File: src/rtl/instr_adder_pkg.sv
// Shared types and defaults for the iterative ring-feedback adder.
package instr_adder_pkg;

    typedef enum logic [1:0] {
        IDLE = 2'd0,
        RUN  = 2'd1,
        DONE = 2'd2
    } state_e;

    localparam int DEF_WIDTH   = 32;
    localparam int DEF_COUNT_W = 16;

endpackage

File: src/rtl/adder_core.sv
// Combinational WIDTH-bit adder with carry-out; kept separate so the adder
// architecture can be replaced without touching the sequencer.
module adder_core #(
    parameter int WIDTH = 32
) (
    input  logic [WIDTH-1:0] a,
    input  logic [WIDTH-1:0] b,
    output logic [WIDTH-1:0] s,
    output logic             c
);

    assign {c, s} = {1'b0, a} + {1'b0, b};

endmodule

File: src/rtl/instr_adder_seq.sv
// Iterative adder: repeats A_eff + B for max(iter,1) cycles, with A bits taken
// from sum feedback where ring_mask is set. INSTR_ADDER_OVF_COUNT_EN adds ovf_count.
module instr_adder_seq
    import instr_adder_pkg::*;
#(
    parameter int WIDTH   = DEF_WIDTH,
    parameter int COUNT_W = DEF_COUNT_W
) (
    input  logic               wb_clk_i,
    input  logic               wb_rst_i,
    input  logic               active,
    input  logic               start,
    input  logic [WIDTH-1:0]   a_in,
    input  logic [WIDTH-1:0]   b_in,
    input  logic [WIDTH-1:0]   ring_mask,
    input  logic [COUNT_W-1:0] iter,
    output logic [WIDTH-1:0]   sum_out,
    output logic               carry_out,
    output logic               busy,
    output logic               done,
    output logic [COUNT_W-1:0] cycles,
`ifdef INSTR_ADDER_OVF_COUNT_EN
    output logic [COUNT_W-1:0] ovf_count,
`endif
    output logic [1:0]         state_dbg_o
);

    state_e state_q, state_d;

    logic [WIDTH-1:0]   a_q, b_q, mask_q, s_q, sum_q;
    logic               carry_q;
    logic [COUNT_W-1:0] iter_q, cycles_q, cycles_d;
    logic [WIDTH-1:0]   a_eff, add_s;
    logic               add_c;
    logic               launch, run_step, last_add;
    logic [COUNT_W:0]   next_cnt;

    assign launch   = (state_q == IDLE) && active && start;
    assign run_step = (state_q == RUN) && active;
    assign a_eff    = (mask_q & s_q) | (~mask_q & a_q);
    assign next_cnt = {1'b0, cycles_q} + {{COUNT_W{1'b0}}, 1'b1};
    assign last_add = (next_cnt == {1'b0, iter_q});
    assign cycles_d = (&cycles_q) ? cycles_q : next_cnt[COUNT_W-1:0];

    adder_core #(.WIDTH(WIDTH)) u_adder (
        .a (a_eff),
        .b (b_q),
        .s (add_s),
        .c (add_c)
    );

    always_ff @(posedge wb_clk_i or posedge wb_rst_i) begin
        if (wb_rst_i) begin
            state_q <= IDLE;
        end else begin
            state_q <= state_d;
        end
    end

    // Dropping active aborts RUN/DONE straight to IDLE without a done pulse.
    always_comb begin
        state_d = state_q;
        case (state_q)
            IDLE: if (active && start) state_d = RUN;
            RUN: begin
                if (!active)       state_d = IDLE;
                else if (last_add) state_d = DONE;
            end
            DONE:    state_d = IDLE;
            default: state_d = IDLE;
        endcase
    end

    always_comb begin
        busy        = (state_q == RUN);
        done        = (state_q == DONE);
        state_dbg_o = state_q;
    end

    always_ff @(posedge wb_clk_i or posedge wb_rst_i) begin
        if (wb_rst_i) begin
            a_q      <= '0;
            b_q      <= '0;
            mask_q   <= '0;
            iter_q   <= '0;
            s_q      <= '0;
            sum_q    <= '0;
            carry_q  <= 1'b0;
            cycles_q <= '0;
        end else if (launch) begin
            a_q      <= a_in;
            b_q      <= b_in;
            mask_q   <= ring_mask;
            iter_q   <= (iter == '0) ? {{(COUNT_W-1){1'b0}}, 1'b1} : iter;
            s_q      <= a_in;
            cycles_q <= '0;
        end else if (run_step) begin
            s_q      <= add_s;
            sum_q    <= add_s;
            carry_q  <= add_c;
            cycles_q <= cycles_d;
        end
    end

    assign sum_out   = sum_q;
    assign carry_out = carry_q;
    assign cycles    = cycles_q;

`ifdef INSTR_ADDER_OVF_COUNT_EN
    logic [COUNT_W-1:0] ovf_q, ovf_d;

    assign ovf_d = (&ovf_q) ? ovf_q : ovf_q + {{(COUNT_W-1){1'b0}}, 1'b1};

    always_ff @(posedge wb_clk_i or posedge wb_rst_i) begin
        if (wb_rst_i) begin
            ovf_q <= '0;
        end else if (launch) begin
            ovf_q <= '0;
        end else if (run_step && add_c) begin
            ovf_q <= ovf_d;
        end
    end

    assign ovf_count = ovf_q;
`endif

endmodule

File: config.mk
export PLATFORM = sky130hd
export DESIGN_NAME = instr_adder_seq
export DESIGN_NICKNAME = d
export VERILOG_FILES = /design/src/rtl/instr_adder_pkg.sv /design/src/rtl/adder_core.sv /design/src/rtl/instr_adder_seq.sv
export SDC_FILE = /design/constraint.sdc
export NUM_CORES = 1
export LEC_CHECK = 0
export CELL_PAD_IN_SITES_DETAIL_PLACEMENT = 1
export CELL_PAD_IN_SITES_GLOBAL_PLACEMENT = 2
export CORE_MARGIN = 2
export CORE_UTILIZATION = 28
export DETAILED_ROUTE_END_ITERATION = 10
export DONT_BUFFER_PORTS = 1
export GPL_TIMING_DRIVEN = 0
export PLACE_DENSITY_LB_ADDON = 0.1
export SLEW_MARGIN = 20
export SYNTH_ARGS = -nofsm -noshare
export SYNTH_HDL_FRONTEND = slang
export SYNTH_SLANG_ARGS = --single-unit
File: constraint.sdc
create_clock -name wb_clk_i -period 11.2 [get_ports wb_clk_i]
set_clock_uncertainty 0.1 [all_clocks]
set_input_delay 2.24 -clock wb_clk_i [delete_from_list [all_inputs] [get_ports wb_clk_i]]
set_output_delay 2.24 -clock wb_clk_i [all_outputs]
set_load 0.02 [all_outputs]
==> metrics.yaml <==
drive_above_1_share_pct: 7.64
die_x_um: 193
p_int_mw: 1.70
die_height_um: 193
cts.sinks: 195
clk_pin_slew_ns: 0.07
drtAntennaViolNets: 0
max_freq_mhz: 218
multi_input_area_um2: 4890
cts_tree: "built"
clock-root-buffer: "clkbuf_16"
clockPowerShare_pct: 27.4
final_core_util_pct: 32.0
coreArea_um2: 35400
drt-total-wl_um: 35700
num-nets-final: 1316
synth_cell_types: 58
post-dp-hpwl_um: 26400
finalSetupViolCount: 0
r2r_slack_ns: 7.44
power.density_nw_per_um2: 241
area_growth_pct: 13.4
max-clock-path-buffers: 2
pwr-share-seq_pct: 40.2
cp.arrival_ns: 4.87
avgSynthCellArea_um2: 8.74
pwr-share-comb_pct: 32.4
cp-start-kind: "input port"
grt_max_degree: 73
h-tree-depth: 4
p_sw_mw: 1.04
gp_congestion: 0.739
rows: 69
placed_cell_area_um2: 10600
clkLatencyLatePin_ns: 0.46
syn_nets: 1295
fin_crit_ns: 4.58
cp_max_fo: 10
drv_slew: 0
post-synth-top-area-fraction_pct: 48.8
outcome: "finished, final reports clean"
yosys_register_bits: 195
post_drt_wl_per_cell_um: 21.8
initial_core_util_pct: 28.3
antenna_found_initial: 1
numCtsBuffers: 17
route.met2.wl_um: 16900
synth_area_um2: 10000
rsz0062_at_grt: "no"
vias_per_cell: 4.89
leakagePower_nw: 5.50
grt_pass1_vias: 8640
synth_edf_count: 0
synth_top_cell_by_area: "dfrtp_1"
critPathKind: "in -> reg"
maxCapViolations: 0
die_area_um2: 37300
io_pins: 169
ir_drop_mv: 0.111
fin_setup_tns_ns: 0
postCtsHoldBufs: 0
synth_common_cells: "445 x nand2_1, 195 x dfrtp_1, 54 x nor2_1"
grt_pass1_wl_um: 53800
drc_errors: 0
met1_length_um: 16900
post_cts.repair.setup_buffers: 0
synthArstFlopShare_pct: 100
port_buffers: 0
synth-main-ff-cell: "dfrtp_1"
yosys_warnings: 0
sw_frac_of_total_pct: 38.0
nFillCells: 4179
synth_most_common_cell: "nand2_1"
wl_met3_um: 1590
vias: 8029
drtIter0Drc: 294
period_share_pct: 40.9
dr.max_layer_used: "met4"
slew_headroom_pct: 33.9
post-route-cell-area_um2: 11300
syn_inst: 1145
grtUsageTotal_pct: 19.8
required_ns: 11.49
tightestPinTransition_ns: 0.992
hold_viol: 0
ys_seq_area_share_pct: 48.8
synthTopCellsByArea: "dfrtp_1 49%, nand2_1 17%, ha_1 4.1%"
firstDrtPassIters: 4
grt_overflow: 0
fin_total_pwr_mw: 2.73
cts_resized: 0
seqCellArea_um2: 4880
worstSetupEndpointType: "register"
hold_class: "reg -> reg"
metrics by stage:
| stage | cells | hold WS (ns) | worst slack (ns) |
|---|---|---|---|
| global route | 1640 | 0.405 | 6.49 |
| CTS | 1639 | 0.380 | 6.53 |
| finish | 1641 | 0.377 | 6.62 |
| global placement | 1606 | 0.356 | 0.456 |
| floorplan | 1145 | 0.342 | 3.55 |
| detailed placement | 1608 | 0.363 | 6.06 |
kinds of logic (layout without fill, tap and decap cells):
kind of cell / Yosys count / count (layout) / share of synthesized area [%]
flops: 195 / 195 / 48.8
mux: 35 / 35 / 3.91
compound gates: 171 / 171 / 11.0
simple gates: 596 / 596 / 25.0
fa+ha+maj: 34 / 34 / 4.33
buf+inv: 61 / 94 / 2.41
xor+xnor: 53 / 53 / 4.64
other cells: 0 / 2 / 0
cell type report:
class	instances	share of cell area (%)
Clock buffer	18	3.87
Buffer	52	1.83
Timing Repair Buffer	2	0.485
Sequential cell	195	43.0
Inverter	9	0.364
Tap cell	461	5.08
Clock inverter	13	2.23
Multi-Input combinational cell	889	43.1
Antenna cell	2	0.0441
metal layers:
layer | vias up | track usage (%)
met5 | - | 0
met4 | 0 | 4.11
met3 | 19 | 4.80
met2 | 112 | 32.3
met1 | 4019 | 26.6
li1 | 3879 | -
flip-flops by register name, indices dropped and copies added (netlist names), 2 cells and up:
signal / count
a_q: 32
b_q: 32
cycles: 16
iter_q: 16
mask_q: 32
s_q: 32
state_dbg_o: 2
sum_out: 32
cell usage in the layout (no fill, tap or decap), types with 3 or more instances in the layout:
master / n
a211oi_1: 4
a21o_1: 21
a21oi_1: 32
a31oi_1: 20
a41oi_1: 5
and2_1: 9
and3_1: 10
and3b_1: 3
and4_1: 3
buf_1: 6
buf_2: 9
bufinv_16: 7
clkbuf_1: 36
clkbuf_16: 17
dfrtp_1: 195
ha_1: 33
inv_1: 8
mux2_2: 33
nand2_1: 445
nand2b_1: 6
nand3_1: 14
nand3b_1: 4
nand4_1: 12
nor2_1: 54
nor2b_1: 6
nor3_1: 13
nor3b_1: 3
nor4_1: 5
o211ai_1: 11
o21ai_0: 47
o21ai_1: 4
o31ai_1: 6
xnor2_1: 38
xor2_1: 15
final timing paths:
path | cells past startpoint | to | from
setup / recovery | 7 | mask_q[2] | active
hold / removal | 2 | a_q[21] | a_q[21]
setup reg to reg | 11 | s_q[26] | mask_q[0]
hold reg to reg | 2 | a_q[21] | a_q[21]
max in group asynchronous | 3 | s_q[5] | wb_rst_i
min in group asynchronous | 1 | b_q[30] | wb_rst_i
power by group through the flow:
stage	clock network (mW)	logic, mW	registers [mW]
2_1_floorplan	0	0.676	1.06
3_3_place_gp	0	0.882	1.12
3_5_place_dp	0	0.895	1.12
4_1_cts	0.772	0.902	1.11
5_1_grt	0.795	1.01	1.13
6_report	0.748	0.887	1.10
worst max-delay path, cell delays in order:
cell and delay [ns]:
nor2b_1 0.24, and3b_1 0.24, clkbuf_1 0.39, clkbuf_1 0.74
clkbuf_1 0.67, nand2_1 0.22, nand2_1 0.11
No activity file was read; power rests on OpenSTA's default activity.
